[src/rtl/seg_scan_driver.sv]
// Four-digit common-anode seven-segment scanner with frame-synchronous
// digit capture, hex decode, leading-zero blanking and overflow blink.
//
// state | meaning
// SCAN0 | digit 0 (rightmost) slot active
// SCAN1 | digit 1 slot active
// SCAN2 | digit 2 slot active
// SCAN3 | digit 3 slot active; its slot tick is the frame boundary
module seg_scan_driver #(
  parameter int REFRESH_DIV  = 50000,
  parameter int BLINK_FRAMES = 64
) (
  input  logic        clk,
  input  logic        rst_n,
  input  logic [15:0] digits,
  input  logic [3:0]  dp_in,
  input  logic        load,
  input  logic        lzs,
  input  logic        overflow,
  output logic [3:0]  an,
  output logic [6:0]  seg,
  output logic        dp
);

  localparam int PW = (REFRESH_DIV > 2) ? $clog2(REFRESH_DIV) : 1;
  localparam int BW = (BLINK_FRAMES > 1) ? $clog2(BLINK_FRAMES) : 1;

  typedef enum logic [1:0] {SCAN0, SCAN1, SCAN2, SCAN3} state_t;

  state_t        state;
  logic [PW-1:0] pre_cnt;
  logic [BW-1:0] blink_cnt;
  logic          phase;

  logic          pend;
  logic [15:0]   pend_digits;
  logic [3:0]    pend_dp;
  logic          pend_lzs;
  logic          pend_ovf;

  logic [15:0]   sh_digits;
  logic [3:0]    sh_dp;
  logic          sh_lzs;
  logic          sh_ovf;

  logic          slot_tick;
  logic          frame_end;
  logic [1:0]    idx;
  logic [3:0]    nib;
  logic          lz_blank;

  function automatic logic [6:0] hex7(input logic [3:0] v);
    logic [6:0] s;
    case (v)
      4'h0: s = 7'b1000000;
      4'h1: s = 7'b1111001;
      4'h2: s = 7'b0100100;
      4'h3: s = 7'b0110000;
      4'h4: s = 7'b0011001;
      4'h5: s = 7'b0010010;
      4'h6: s = 7'b0000010;
      4'h7: s = 7'b1111000;
      4'h8: s = 7'b0000000;
      4'h9: s = 7'b0010000;
      4'hA: s = 7'b0001000;
      4'hB: s = 7'b0000011;
      4'hC: s = 7'b1000110;
      4'hD: s = 7'b0100001;
      4'hE: s = 7'b0000110;
      default: s = 7'b0001110;
    endcase
    return s;
  endfunction

  assign slot_tick = (pre_cnt == PW'(REFRESH_DIV - 1));
  assign frame_end = slot_tick && (state == SCAN3);
  assign idx       = state;
  assign nib       = sh_digits[{idx, 2'b00} +: 4];
  // Shifting right fills with zeros, so this tests digit idx and all above it.
  assign lz_blank  = sh_lzs && (idx != 2'd0) && ((sh_digits >> {idx, 2'b00}) == 16'h0);

  always_ff @(posedge clk) begin
    if (!rst_n) begin
      state       <= SCAN0;
      pre_cnt     <= '0;
      blink_cnt   <= '0;
      phase       <= 1'b0;
      pend        <= 1'b0;
      pend_digits <= '0;
      pend_dp     <= '0;
      pend_lzs    <= 1'b0;
      pend_ovf    <= 1'b0;
      sh_digits   <= '0;
      sh_dp       <= '0;
      sh_lzs      <= 1'b0;
      sh_ovf      <= 1'b0;
      an          <= 4'hF;
      seg         <= 7'h7F;
      dp          <= 1'b1;
    end else begin
      pre_cnt <= slot_tick ? '0 : pre_cnt + PW'(1);

      if (slot_tick) begin
        case (state)
          SCAN0: state <= SCAN1;
          SCAN1: state <= SCAN2;
          SCAN2: state <= SCAN3;
          SCAN3: state <= SCAN0;
          default: state <= SCAN0;
        endcase
      end

      if (frame_end) begin
        if (blink_cnt == BW'(BLINK_FRAMES - 1)) begin
          blink_cnt <= '0;
          phase     <= ~phase;
        end else begin
          blink_cnt <= blink_cnt + BW'(1);
        end
      end

      // A load landing on the boundary goes straight to shadow.
      if (frame_end && load) begin
        sh_digits <= digits;
        sh_dp     <= dp_in;
        sh_lzs    <= lzs;
        sh_ovf    <= overflow;
        pend      <= 1'b0;
      end else if (frame_end && pend) begin
        sh_digits <= pend_digits;
        sh_dp     <= pend_dp;
        sh_lzs    <= pend_lzs;
        sh_ovf    <= pend_ovf;
        pend      <= 1'b0;
      end else if (load) begin
        pend_digits <= digits;
        pend_dp     <= dp_in;
        pend_lzs    <= lzs;
        pend_ovf    <= overflow;
        pend        <= 1'b1;
      end

      if (lz_blank) begin
        an  <= 4'hF;
        seg <= 7'h7F;
        dp  <= 1'b1;
      end else begin
        an  <= (sh_ovf && phase) ? 4'hF : ~(4'b0001 << idx);
        seg <= hex7(nib);
        dp  <= ~sh_dp[idx];
      end
    end
  end

endmodule
[config.mk]
export PLATFORM = sky130hd
export DESIGN_NAME = seg_scan_driver
export DESIGN_NICKNAME = d
export VERILOG_FILES = /design/src/rtl/seg_scan_driver.sv
export SDC_FILE = /design/constraint.sdc
export NUM_CORES = 1
export LEC_CHECK = 0
export ABC_AREA = 0
export ABC_CLOCK_PERIOD_IN_PS = 2800
export CAP_MARGIN = 0
export CORE_MARGIN = 1.5
export CORE_UTILIZATION = 52
export DETAILED_ROUTE_END_ITERATION = 7
export PLACE_DENSITY = 0.86
export SLEW_MARGIN = 40
export SYNTH_ARGS = -nofsm -noshare
export SYNTH_HDL_FRONTEND = slang
export SYNTH_SLANG_ARGS = --single-unit
[constraint.sdc]
create_clock -name clk -period 2.8 [get_ports clk]
set_input_delay 0.56 -clock clk [delete_from_list [all_inputs] [get_ports clk]]
set_output_delay 0.56 -clock clk [all_outputs]
set_load 0.02 [all_outputs]
==> impl_metrics.json, run 1 <==
{
  "outcome": "finished clean",
  "synth_area_mm2": 0.004055,
  "n_antenna_cell": 0,
  "met3_length_um": 427,
  "min_period_over_period_pct": 90.06,
  "synthToLayoutAreaGrowth_pct": 15.27,
  "routedWlPerCell_um": 15.33,
  "vdd.ir_drop.worst_uv": 275.8,
  "clk_latency_ns": 0.37,
  "clkTransAtPathRegs_ns": 0.09,
  "grt_max_degree": 43,
  "crit_fanout": 12,
  "post-route-util_pct": 61.13,
  "dp.cells": 574,
  "wl_met1_um": 4121,
  "hpwl_um": 6118,
  "final_nets": 519,
  "vias": 3396,
  "whs_ns": 0.4655,
  "rsz0062_at_grt": "false",
  "drc_errors": 0,
  "yosysTopAreaCellShare_pct": 40.48,
  "cts_buffer_depth": 2,
  "dr.first_iter.drc_count": 184,
  "row_count": 32,
  "critPathKind": "reg2reg",
  "dr.pass1.iters": 4,
  "cp.arrival_ns": 2.81,
  "core_mm2": 0.007647,
  "fmax_mhz": 396.6,
  "fin_cells": 590,
  "postRouteAntennaNets": 0,
  "cts_sinks": 82,
  "die_h_um": 91.31,
  "post_cts_buffers": 0,
  "synth_seq_area_share_pct": 40.48,
  "period_minus_slack_ns": 2.522,
  "synth_edf_count": 0,
  "drive_gt1_share_pct": 13.11,
  "yosys_warnings": 0,
  "power_leakage_nw": 1.773,
  "fin_area_mm2": 0.004674,
  "cts-root-buf": "clkbuf_8",
  "critPathLaunchType": "register",
  "cts.hold.buffers_added": 0,
  "yosys.area.top_type": "dfxtp_1",
  "postPlaceCellArea_mm2": 0.004482,
  "cts_tree": "built",
  "required_ns": 3.09,
  "skew_ns": 0.01179,
  "port_buffers": 36,
  "synthArstFlopShare_pct": 0,
  "wl_met2_um": 4238,
  "grt_antenna_before_repair": 0,
  "overflow": 0,
  "slew_headroom_pct": 54.60,
  "worstMarginPinSlew_ns": 0.6801,
  "cts_buffers": 9,
  "slew_violations": 0,
  "initial_utilization_pct": 53.03,
  "ys_top_cells_by_count": "dfxtp_1 (82), nand2_1 (65), a21oi_1 (37)",
  "ys.flop_type": "dfxtp_1",
  "final.setup.tns_ns": 0,
  "drt_wl_total_um": 9045,
  "synth_cells": 456,
  "top_layer_used": "met4",
  "hold_path_class": "reg2reg",
  "die_w_um": 91.31,
  "ios": 37,
  "syn_area_per_cell_um2": 8.893,
  "cts_resized": 0,
  "hold_viol": 0,
  "h-tree-depth": 3,
  "synth_nets": 492,
  "setup_viol": 0,
  "grt_pass1_vias": 3193,
  "grt.total_usage_pct": 23.01,
  "power_density_mw_per_mm2": 483.2,
  "dieArea_mm2": 0.008338,
  "gp_congestion": 0.9454,
  "synth_cell_types": 47,
  "grt_pass1_wl_um": 15350,
  "post_drt_via_cell_ratio": 5.756,
  "critPathCaptureType": "register",
  "ys_ff_latch": 82,
  "maxCapViolCount": 0,
  "synth_area_leaders": "dfxtp_1 (40%), mux2i_1 (7.4%), nand2_1 (6.0%)",
  "yosys.cell_count.top_type": "dfxtp_1"
}
[sequential cells by signal, indices dropped and copies added (netlist names)]
register	cells
blink_cnt	6
sh_dp	4
seg	7
pend_dp	4
phase	1
an	4
sh_ovf	1
pend_ovf	1
idx	2
pend	1
pre_cnt	16
sh_lzs	1
pend_digits	16
pend_lzs	1
dp	1
sh_digits	16
[power by group]
group          internal, mW  switching, mW
Combinational        0.0871         0.0954
Clock                 0.410          0.450
Sequential             1.19         0.0213
[layout by cell type, fill, tap and decap left out, types with 16 or more instances in the layout]
master           instances
a21oi_1                 37
clkdlybuf4s50_1         35
dfxtp_1                 82
inv_1                   35
mux2i_1                 30
nand2_1                 65
nand3_1                 16
nor2_1                  26
nor3b_1                 20
o221a_2                 21
[area by class of cell]
cell class                      count  area, um^2
Clock buffer                        9       123.9
Clock inverter                      7       68.82
Fill cell                         634        2973
Inverter                           35       131.4
Multi-Input combinational cell    310        2158
Sequential cell                    82        1642
Tap cell                          102       127.6
Timing Repair Buffer               45       422.9
[logic make-up after synthesis]
family | Yosys count | synth area share [%]
AOI/OAI and AO/OA | 82 | 14.90
and+or+nand+nor | 166 | 21.07
xor gates and xnor gates | 14 | 3.024
DFF | 82 | 40.48
buffers and inverters | 64 | 6.387
adders and majority gates | 11 | 3.394
muxes | 37 | 10.74
[worst max-delay path: stages, from the launching register on]
cell and delay [ns]:
dfxtp_1 0.41, mux4_2 0.58, inv_1 0.15, ha_1 0.27, nor4bb_1 0.29, a21oi_1 0.10, a311o_1 0.50, o211ai_1 0.15
[path summary, 6_finish.rpt]
kind	start	endpoint	slack, ns	depth (start not counted)
max reg2reg	idx[1]	seg[0]	0.28	7
max	idx[1]	seg[0]	0.28	7
min	pend_digits[15]	pend_digits[15]	0.47	2
min reg2reg	pend_digits[15]	pend_digits[15]	0.47	2
[layer usage]
metal | vias to the layer above | GRT usage [%]
met1 | 1592 | 30.54
met4 | 0 | 11.46
met2 | 115 | 36.13
met5 | - | 0
li1 | 1667 | -
met3 | 22 | 3.769
[per-stage QoR]
step	setup slack, ns	power (mW)
finish	0.2783	2.259
global route	0.1193	2.335
CTS	0.3063	2.261
detailed placement	0.3373	1.425
global placement	0.4321	1.415
floorplan	0.07482	1.347
(Power assumes the default switching activity.)
==> run 2: changes to the inputs <==
--- a/config.mk
+++ b/config.mk
@@ -8,6 +8,7 @@
 export ABC_AREA = 0
 export ABC_CLOCK_PERIOD_IN_PS = 2800
 export CAP_MARGIN = 0
+export CORE_ASPECT_RATIO = 0.6
 export CORE_MARGIN = 1.5
 export CORE_UTILIZATION = 52
 export DETAILED_ROUTE_END_ITERATION = 7
==> run 2 against run 1 <==
Routed wire length rose by 3.4%. Cell count rose by 0.34%. Cell area rose by 2.4%. Clock skew fell by 0.0056 ns. Count of clock-buffer cells in the layout rose by 2. Sequential cell count did not move. Critical path depth did not move. Sequential share of layout area fell by 0.81 points. Die area rose by 0.21%. Sequential power barely moved. Combinational power barely moved. Highest routed layer unchanged.
==> impl_metrics.json, run 2 (synthesis results as in run 1) <==
{
  "outcome": "finished clean",
  "slew_headroom_pct": 59.21,
  "power_density_mw_per_mm2": 532.8,
  "drt_wl_total_um": 9353,
  "clk_latency_ns": 0.34,
  "die_h_um": 71.41,
  "top_regs": "pend_digits x16, pre_cnt x16, sh_digits x16",
  "post_drt_via_cell_ratio": 5.873,
  "final.setup.tns_ns": 0,
  "rsz0062_at_grt": "false",
  "post_cts_buffers": 0,
  "postRouteAntennaNets": 0,
  "row_count": 24,
  "n_antenna_cell": 0,
  "cts_resized": 0,
  "cts_buffer_depth": 2,
  "initial_utilization_pct": 54.67,
  "required_ns": 3.06,
  "dieArea_mm2": 0.008355,
  "dr.first_iter.drc_count": 206,
  "critPathCaptureType": "register",
  "ios": 37,
  "grt.total_usage_pct": 24.07,
  "grt_pass1_wl_um": 15560,
  "final_common_cell": "dfxtp_1",
  "grt_max_degree": 44,
  "cts-root-buf": "clkbuf_16",
  "clkTransAtPathRegs_ns": 0.06,
  "routedWlPerCell_um": 15.80,
  "vdd.ir_drop.worst_uv": 292.9,
  "dp_slack_ns": 0.2950,
  "hold_viol": 0,
  "final_nets": 519,
  "maxCapViolCount": 0,
  "cts_buffers": 9,
  "cts_sinks": 82,
  "grt_antenna_before_repair": 0,
  "power_leakage_nw": 1.818,
  "port_buffers": 36,
  "skew_ns": 0.006205,
  "hpwl_um": 6513,
  "hold_path_class": "reg2reg",
  "grt_pass1_vias": 3294,
  "fmax_mhz": 393.5,
  "crit_fanout": 12,
  "critPathLaunchType": "register",
  "period_minus_slack_ns": 2.541,
  "min_period_over_period_pct": 90.76,
  "power_mw": 2.549,
  "overflow": 0,
  "drc_errors": 0,
  "slew_violations": 0,
  "setup_ws_ns": 0.2588,
  "core_mm2": 0.007417,
  "worstMarginPinSlew_ns": 0.6110,
  "setup_viol": 0,
  "cp.arrival_ns": 2.80,
  "critPathKind": "reg2reg",
  "synthToLayoutAreaGrowth_pct": 17.99,
  "die_w_um": 117.0,
  "cts_tree": "built",
  "drive_gt1_share_pct": 12.70,
  "h-tree-depth": 3,
  "gp_congestion": 0.9027,
  "dr.pass1.iters": 5,
  "final_cell_mix": "dfxtp_1 (82), nand2_1 (65), a21oi_1 (37)",
  "vias": 3477,
  "cts.hold.buffers_added": 0,
  "reg2reg_setup_slack_ns": 0.26
}
[run 2: cell types whose count changed in the layout (fill, tap and decap cells not counted)]
cell       delta
clkbuf_16     +9
inv_6         -1
clkbuf_8      -9
clkinv_2      -1
buf_12        +1
clkbuf_1      +2
buf_4         -1
[run 2: layout make-up]
| class | instances | area, um^2 |
|---|---|---|
| multi-input cells | 310 | 2158 |
| inverters | 35 | 131.4 |
| fillers | 602 | 2633 |
| clock buffers | 11 | 232.7 |
| well taps | 104 | 130.1 |
| clock inverters | 5 | 55.05 |
| repair buffers | 45 | 435.4 |
| flip-flops and latches | 82 | 1642 |
[run 2: worst paths after layout]
path                        from             end  cells past startpoint
setup / recovery          idx[1]          seg[2]                      7
hold reg to reg   pend_digits[0]  pend_digits[0]                      2
setup reg to reg          idx[1]          seg[2]                      7
hold / removal    pend_digits[0]  pend_digits[0]                      2
[run 2: critical path: stages (launching register included)]
cell and delay [ns]:
dfxtp_1 0.39, mux4_2 0.59, inv_1 0.15, ha_1 0.26
nor4bb_1 0.30, a21oi_1 0.11, a311o_1 0.51, o211ai_1 0.15
[run 2: metrics by stage]
stage          hold slack [ns]  area (um^2)  std cells  utilization, %
3_5_place_dp            0.4525         4497        576           60.63
5_1_grt                 0.4780         4785        592           64.51
6_report                0.4604         4785        592           64.51
2_1_floorplan           0.4300         4055        456               -
3_3_place_gp            0.4419         4497        576           60.63
4_1_cts                 0.4607         4785        592           64.51
[run 2: report_power, final]
| part | total [mW] | switching, mW | internal (mW) |
|---|---|---|---|
| clock | 1.15 | 0.460 | 0.687 |
| combinational | 0.184 | 0.0956 | 0.0886 |
| sequential | 1.22 | 0.0212 | 1.20 |
[run 2: routing by layer]
layer | up-vias | wire [um] | track usage, %
li1 | 1668 | - | -
met4 | 0 | 193 | 8.300
met3 | 21 | 526 | 6.430
met1 | 1671 | 4398 | 31.40
met2 | 117 | 4235 | 38.99
met5 | - | 0 | 0
